### src/rtl/apb_usrt_bridge.sv
// apb_usrt_bridge: APB3 slave to synchronous serial link with FIFOs, bit-clock divider, parity, sticky errors and irq.
module apb_usrt_fifo #(
  parameter int W = 8,
  parameter int DEPTH = 4
) (
  input  logic         pClk,
  input  logic         pReset,
  input  logic         push,
  input  logic         pop,
  input  logic [W-1:0] wData,
  output logic [W-1:0] rData,
  output logic         full,
  output logic         empty
);
  localparam int PW = $clog2(DEPTH);
  logic [W-1:0] mem [DEPTH];
  logic [PW-1:0] wPtr, rPtr;
  logic [PW:0] count;
  logic doPush, doPop;
  assign full = count == (PW+1)'(DEPTH);
  assign empty = count == '0;
  assign doPop = pop & !empty;
  assign doPush = push & (!full | doPop);
  assign rData = mem[rPtr];
  always_ff @(posedge pClk)
    if (doPush) mem[wPtr] <= wData;
  always_ff @(posedge pClk or negedge pReset)
    if (!pReset) begin
      wPtr <= '0;
      rPtr <= '0;
      count <= '0;
    end else begin
      if (doPush) wPtr <= wPtr + 1'b1;
      if (doPop) rPtr <= rPtr + 1'b1;
      count <= count + (PW+1)'(doPush) - (PW+1)'(doPop);
    end
endmodule

module apb_usrt_bridge #(
  parameter int DATA_W = 8,
  parameter int FIFO_DEPTH = 4,
  parameter int ADDR_W = 32,
  parameter int DIV_RESET = 40,
  localparam int REG_W = (DATA_W > 8) ? DATA_W : 8
) (
  input  logic              pClk,
  input  logic              pReset,
  input  logic [ADDR_W-1:0] pAddress,
  input  logic              pSelect,
  input  logic              pEnable,
  input  logic              pWrite,
  input  logic [REG_W-1:0]  pWData,
  output logic [REG_W-1:0]  pRData,
  output logic              pReady,
  output logic              pSlvErr,
  output logic              uClk,
  output logic              sTx,
  input  logic              sRx,
  output logic              irq
);
  localparam int BW = $clog2(DATA_W);
  typedef enum logic [2:0] {TX_IDLE, TX_START, TX_DATA, TX_PAR, TX_STOP} txState_t;
  typedef enum logic [1:0] {RX_IDLE, RX_DATA, RX_PAR, RX_STOP} rxState_t;
  txState_t txState;
  rxState_t rxState;
  logic [1:0] regSel;
  logic access, setup, regWr;
  logic unusedAddr;
  logic txPush, txPop, txFull, txEmpty, rxPush, rxPop, rxFull, rxEmpty;
  logic [DATA_W-1:0] txData, rxData, txSh, rxSh;
  logic [BW-1:0] txBit, rxBit;
  logic txPar, rxParErr, txStep, txBusy, txStart;
  logic [6:0] ctrl;
  logic txEn, rxEn, parEn, parOdd;
  logic ovr, frm, par, ovrSet, frmSet, parSet, rxDone, statW;
  logic [REG_W-1:0] divReg, divAct, divCnt, divEff, rdMux;
  logic clkRun, tick, riseEv, fallEv;
  assign unusedAddr = ^{pAddress[ADDR_W-1:4], pAddress[1:0]};
  assign regSel = pAddress[3:2];
  assign access = pSelect & pEnable;
  assign setup = pSelect & !pEnable;
  assign regWr = access & pWrite;
  assign pReady = access;
  assign pSlvErr = access & (regSel == 2'd0) & (pWrite ? txFull : rxEmpty);
  assign txPush = regWr & (regSel == 2'd0) & !txFull;
  assign rxPop = access & !pWrite & (regSel == 2'd0) & !rxEmpty;
  assign statW = regWr & (regSel == 2'd1);
  assign txEn = ctrl[0];
  assign rxEn = ctrl[1];
  assign parEn = ctrl[2] ^ ctrl[3];
  assign parOdd = ctrl[3];
  apb_usrt_fifo #(.W(DATA_W), .DEPTH(FIFO_DEPTH)) txFifo (
    .pClk(pClk), .pReset(pReset), .push(txPush), .pop(txPop), .wData(pWData[DATA_W-1:0]),
    .rData(txData), .full(txFull), .empty(txEmpty)
  );
  apb_usrt_fifo #(.W(DATA_W), .DEPTH(FIFO_DEPTH)) rxFifo (
    .pClk(pClk), .pReset(pReset), .push(rxPush), .pop(rxPop), .wData(rxSh),
    .rData(rxData), .full(rxFull), .empty(rxEmpty)
  );
  assign rdMux = (regSel == 2'd0) ? (rxEmpty ? '0 : REG_W'(rxData)) :
                 (regSel == 2'd1) ? REG_W'({ovr, frm, par, rxFull, rxEmpty, txFull, txEmpty}) :
                 (regSel == 2'd2) ? REG_W'(ctrl) : divReg;
  always_ff @(posedge pClk or negedge pReset)
    if (!pReset) begin
      pRData <= '0;
      ctrl <= '0;
      divReg <= REG_W'(DIV_RESET);
      ovr <= 1'b0;
      frm <= 1'b0;
      par <= 1'b0;
      irq <= 1'b0;
    end else begin
      pRData <= (setup & !pWrite) ? rdMux : '0;
      if (regWr & (regSel == 2'd2)) ctrl <= pWData[6:0];
      if (regWr & (regSel == 2'd3)) divReg <= pWData;
      ovr <= ovrSet | (ovr & !(statW & pWData[6]));
      frm <= frmSet | (frm & !(statW & pWData[5]));
      par <= parSet | (par & !(statW & pWData[4]));
      irq <= (ctrl[4] & txEmpty) | (ctrl[5] & !rxEmpty) | (ctrl[6] & (ovr | frm | par));
    end
  // Divider reloads only at half-period boundaries so a DIV write never produces a runt phase.
  assign divEff = (divReg == '0) ? REG_W'(1) : divReg;
  assign clkRun = txEn | rxEn | txBusy;
  assign tick = clkRun & (divCnt == divAct - 1'b1);
  assign riseEv = tick & !uClk;
  assign fallEv = tick & uClk;
  always_ff @(posedge pClk or negedge pReset)
    if (!pReset) begin
      divCnt <= '0;
      divAct <= REG_W'(DIV_RESET);
      uClk <= 1'b0;
      txStep <= 1'b0;
    end else begin
      txStep <= fallEv;
      if (!clkRun) begin
        divCnt <= '0;
        divAct <= divEff;
        uClk <= 1'b0;
      end else if (tick) begin
        divCnt <= '0;
        divAct <= divEff;
        uClk <= !uClk;
      end else divCnt <= divCnt + 1'b1;
    end
  // TX keeps the bit clock alive until its frame ends, even if tx_en drops.
  assign txBusy = txState != TX_IDLE;
  assign txStart = txEn & !txEmpty;
  assign txPop = txStep & ((txState == TX_IDLE) | (txState == TX_STOP)) & txStart;
  always_ff @(posedge pClk or negedge pReset)
    if (!pReset) begin
      txState <= TX_IDLE;
      sTx <= 1'b1;
      txSh <= '0;
      txBit <= '0;
      txPar <= 1'b0;
    end else if (txStep) begin
      case (txState)
        TX_IDLE, TX_STOP: begin
          if (txStart) begin
            txSh <= txData;
            txPar <= ^txData ^ parOdd;
            sTx <= 1'b0;
            txState <= TX_START;
          end else begin
            sTx <= 1'b1;
            txState <= TX_IDLE;
          end
        end
        TX_START: begin
          sTx <= txSh[0];
          txSh <= txSh >> 1;
          txBit <= '0;
          txState <= TX_DATA;
        end
        TX_DATA: begin
          if (txBit == BW'(DATA_W-1)) begin
            sTx <= parEn ? txPar : 1'b1;
            txState <= parEn ? TX_PAR : TX_STOP;
          end else begin
            sTx <= txSh[0];
            txSh <= txSh >> 1;
            txBit <= txBit + 1'b1;
          end
        end
        TX_PAR: begin
          sTx <= 1'b1;
          txState <= TX_STOP;
        end
        default: txState <= TX_IDLE;
      endcase
    end
  assign rxDone = rxEn & riseEv & (rxState == RX_STOP);
  assign frmSet = rxDone & !sRx;
  assign parSet = rxDone & sRx & rxParErr;
  assign rxPush = rxDone & sRx & !rxParErr;
  assign ovrSet = rxPush & rxFull & !rxPop;
  always_ff @(posedge pClk or negedge pReset)
    if (!pReset) begin
      rxState <= RX_IDLE;
      rxSh <= '0;
      rxBit <= '0;
      rxParErr <= 1'b0;
    end else if (!rxEn) rxState <= RX_IDLE;
    else if (riseEv) begin
      case (rxState)
        RX_IDLE: begin
          if (!sRx) begin
            rxState <= RX_DATA;
            rxBit <= '0;
            rxParErr <= 1'b0;
          end
        end
        RX_DATA: begin
          rxSh <= {sRx, rxSh[DATA_W-1:1]};
          rxBit <= rxBit + 1'b1;
          if (rxBit == BW'(DATA_W-1)) rxState <= parEn ? RX_PAR : RX_STOP;
        end
        RX_PAR: begin
          rxParErr <= ^rxSh ^ sRx ^ parOdd;
          rxState <= RX_STOP;
        end
        default: rxState <= RX_IDLE;
      endcase
    end
endmodule

### config.mk
export PLATFORM = sky130hd
export DESIGN_NAME = apb_usrt_bridge
export DESIGN_NICKNAME = d
export VERILOG_FILES = /design/src/rtl/apb_usrt_bridge.sv
export SDC_FILE = /design/constraint.sdc
export NUM_CORES = 1
export LEC_CHECK = 0
export CAP_MARGIN = 20
export CORE_MARGIN = 10
export CORE_UTILIZATION = 53
export DETAILED_ROUTE_END_ITERATION = 7
export GPL_TIMING_DRIVEN = 0
export PLACE_DENSITY = 0.76
export SLEW_MARGIN = 25
export SYNTH_ARGS = -nofsm -noshare
export SYNTH_HDL_FRONTEND = slang
export SYNTH_HIERARCHICAL = 1
export SYNTH_SLANG_ARGS = --single-unit
### constraint.sdc
create_clock -name pClk -period 3.3 [get_ports pClk]
set_clock_uncertainty 0.2 [all_clocks]
set_input_delay 0.495 -clock pClk [delete_from_list [all_inputs] [get_ports pClk]]
set_output_delay 0.495 -clock pClk [all_outputs]
set_load 0.02 [all_outputs]
==> out/metrics.yaml <==
cp_slowest_cell: "dfrtp_2"
grt_antenna_before_repair: 0
cp-start-kind: "register"
via_per_inst: 5.66
syn_nets: 587
cp.required_ps: 3400
area_growth_pct: 18.7
cts_buffer_depth: 2
htree_levels: 4
firstDrtPassIters: 5
power.density_mw_per_mm2: 691
drive_gt1_share_pct: 24.1
post-route-drc-count: 0
status: "finished with violations"
grtUsageTotal_pct: 16.4
routed_wl_mm: 14.6
violations: "setup timing"
nFillCells: 942
gp_congestion: 0.896
grt_use_met2_pct: 28.3
drv_slew: 0
crit_chain: "inv_2 -> ha_4 -> nor2b_4 -> or3_4 -> a31oi_4 -> nand4b_4 -> buf_8 -> nor3_4 -> or2_1 -> a21bo_1 -> ha_2 -> fa_2 -> xnor2_2 -> xnor2_1"
tritoncts: "built"
cts.sinks: 153
syn_avg_cell_area_um2: 13.9
cts-root-buf: "clkbuf_16"
n_antenna_cell: 0
finalSetupViolations: 1
finalHoldViolations: 0
fin_ws_ps: -31.5
critPathKind: "reg -> reg"
final_cell_area_mm2: 0.00853
busiest_layer: "met2"
instances_no_fill: 766
ys_seq_area_share_pct: 57.8
final_antenna_net_count: 0
fin_setup_tns_ps: -31.5
numCtsBuffers: 17
drt-initial-drc-count: 293
core_mm2: 0.0132
final_cell_mix: "82 x dfrtp_1, 64 x edfxtp_1, 33 x nor2_1"
initial_core_util_pct: 54.2
register_area_mm2: 0.00416
yosys_warnings: 6
met3_usage_pct: 3.65
synth_seq_cells: 153
io_pins: 59
fmaxAchievable_mhz: 300
die_x_um: 136
nets: 646
final_common_cell: "dfrtp_1"
wl_per_cell_um: 19.1
grt_max_degree: 71
netlist_area_mm2: 0.00718
ir_drop_mv: 0.416
dpl.cell_count: 723
multi_input_area_mm2: 0.00298
grt_pass1_vias: 4528
synthCells: 518
rsz0062_at_grt: "true"
period_minus_slack_ps: 3330
arrival_ps: 3440
synth_ff_type: "dfrtp_1"
min_path_type: "in -> async"
max_slew_margin_pct: 49.1
fin_crit_sh_pct: 101
dpl.hpwl_mm: 9.97
cp_max_fo: 6
vias: 4338
crit_path_end_kind: "register"
rows: 42
place_area_mm2: 0.00775
ys_async_sr_fraction_pct: 58.2
drv_cap: 0
grt_overflow: 0
grt_pass1_wl_mm: 23.5
clkLatencyLatePin_ps: 420
max_slew.worst_pin.slew_ps: 761
die_h_um: 136
ys_types: 65
design.die.area_mm2: 0.0186
synth_edf_count: 64
clk_pin_slew_ps: 60
total_power_mw: 5.89
crit_path_max_incr_delay_ps: 430
grt_use_met1_pct: 19.6
p_leak_nw: 3.37
portBuffers: 28
sequential cells by signal, indices dropped and copies added, names as in the netlist, 3 cells and up:
register and flops:
divCnt 8, rxBit 3, pRData 8, txSh 8, txBit 3, divReg 8, rxFifo/count 3, ctrl 7
divAct 8, txState 3, rxSh 8, rxFifo/mem 32, txFifo/mem 32, txFifo/count 3
power breakdown:
part | total [mW] | switching [mW] | internal (mW)
Combinational | 1.52 | 0.723 | 0.795
Sequential | 2.46 | 0.267 | 2.20
Clock | 1.91 | 0.722 | 1.19
Total | 5.89 | 1.71 | 4.18
metrics by stage:
stage	hold slack, ps	setup WS (ps)	utilization (%)
after detailed placement	153	-520	58.6
after floorplan	-0.591	2.74	-
final	278	-31.5	64.4
after CTS	275	-72.5	63.4
after global placement	291	-1630	58.3
after global routing	310	-119	64.4
layout make-up:
type | instances | area share (%)
Tap cell | 176 | 2.58
Buffer | 17 | 1.44
Sequential cell | 153 | 48.8
Inverter | 20 | 0.881
Clock buffer | 23 | 5.25
Clock inverter | 9 | 1.51
Timing Repair Buffer | 40 | 4.67
Multi-Input combinational cell | 328 | 34.9
worst paths after layout:
check / slack (ps) / start / endpoint / cells after the start
max in group asynchronous: 1970 / pReset / sTx / 3
worst min-delay path: 280 / pReset / txFifo/rPtr[0] / 2
worst max-delay path: -30 / divAct[1] / rxFifo/count[2] / 14
min in group pClk: 300 / txBit[1] / txBit[1] / 1
worst max register to register: -30 / divAct[1] / rxFifo/count[2] / 14
worst min register to register: 300 / txBit[1] / txBit[1] / 1
worst max-delay path: cells and delay by family, from the launching register on:
kind	cells	cell delay [ps]
DFF	1	430
adders and majority gates	3	780
buffers and inverters	2	220
and+or+nand+nor	5	890
xor gates and xnor gates	2	260
AOI/OAI and AO/OA	2	440
metal layers:
metal | up-vias | routed length, um
met2 | 109 | 7610
met4 | 0 | 252
met1 | 2192 | 6120
met3 | 18 | 614
met5 | - | 0
li1 | 2019 | -
synth_stat cells, types with 3 or more instances:
cell type,number,area [um2]
nand2_1,23,86.3
a21oi_1,18,90.1
nor3b_1,5,37.5
nand2b_1,5,31.3
buf_6,4,45.0
a22o_1,6,52.6
dfstp_2,5,131
nor4_1,5,31.3
and3_1,3,18.8
clkbuf_1,4,15.0
ha_1,21,263
dfrtp_1,84,2100
nor3_1,9,45.0
buf_2,4,20.0
mux2_2,28,315
mux4_2,16,360
a221oi_1,5,43.8
nor2_1,34,128
xor2_1,12,105
edfxtp_1,64,1920
or2_1,3,18.8
mux2i_1,17,170
o21ai_0,8,40.0
and2_1,10,62.6
inv_1,19,71.3
o31ai_1,7,52.6
buf_1,4,15.0
nand3_1,9,45.0
a211oi_1,8,60.1
xnor2_1,30,263
mux2_4,4,60.1
cells by family after synthesis:
logic type,Yosys count,synth area share (%)
buffers and inverters,37,2.65
xor gates and xnor gates,42,5.12
DFF,153,57.8
and+or+nand+nor,125,10.2
adders and majority gates,23,4.22
AOI/OAI and AO/OA,71,7.04
muxes,67,12.9
what timing repair did:
| item | 4_1_cts | 5_1_grt |
|---|---|---|
| resized for setup | 8 | 19 |
| setup endpoints to repair | 37 | 29 |
| buffers inserted | 5 | 5 |
| pin swaps | 2 | 9 |
| hold buffers | 1 | 0 |
| endpoints found under the hold margin | 19 | 0 |
Power figures use the tool's default switching activity.
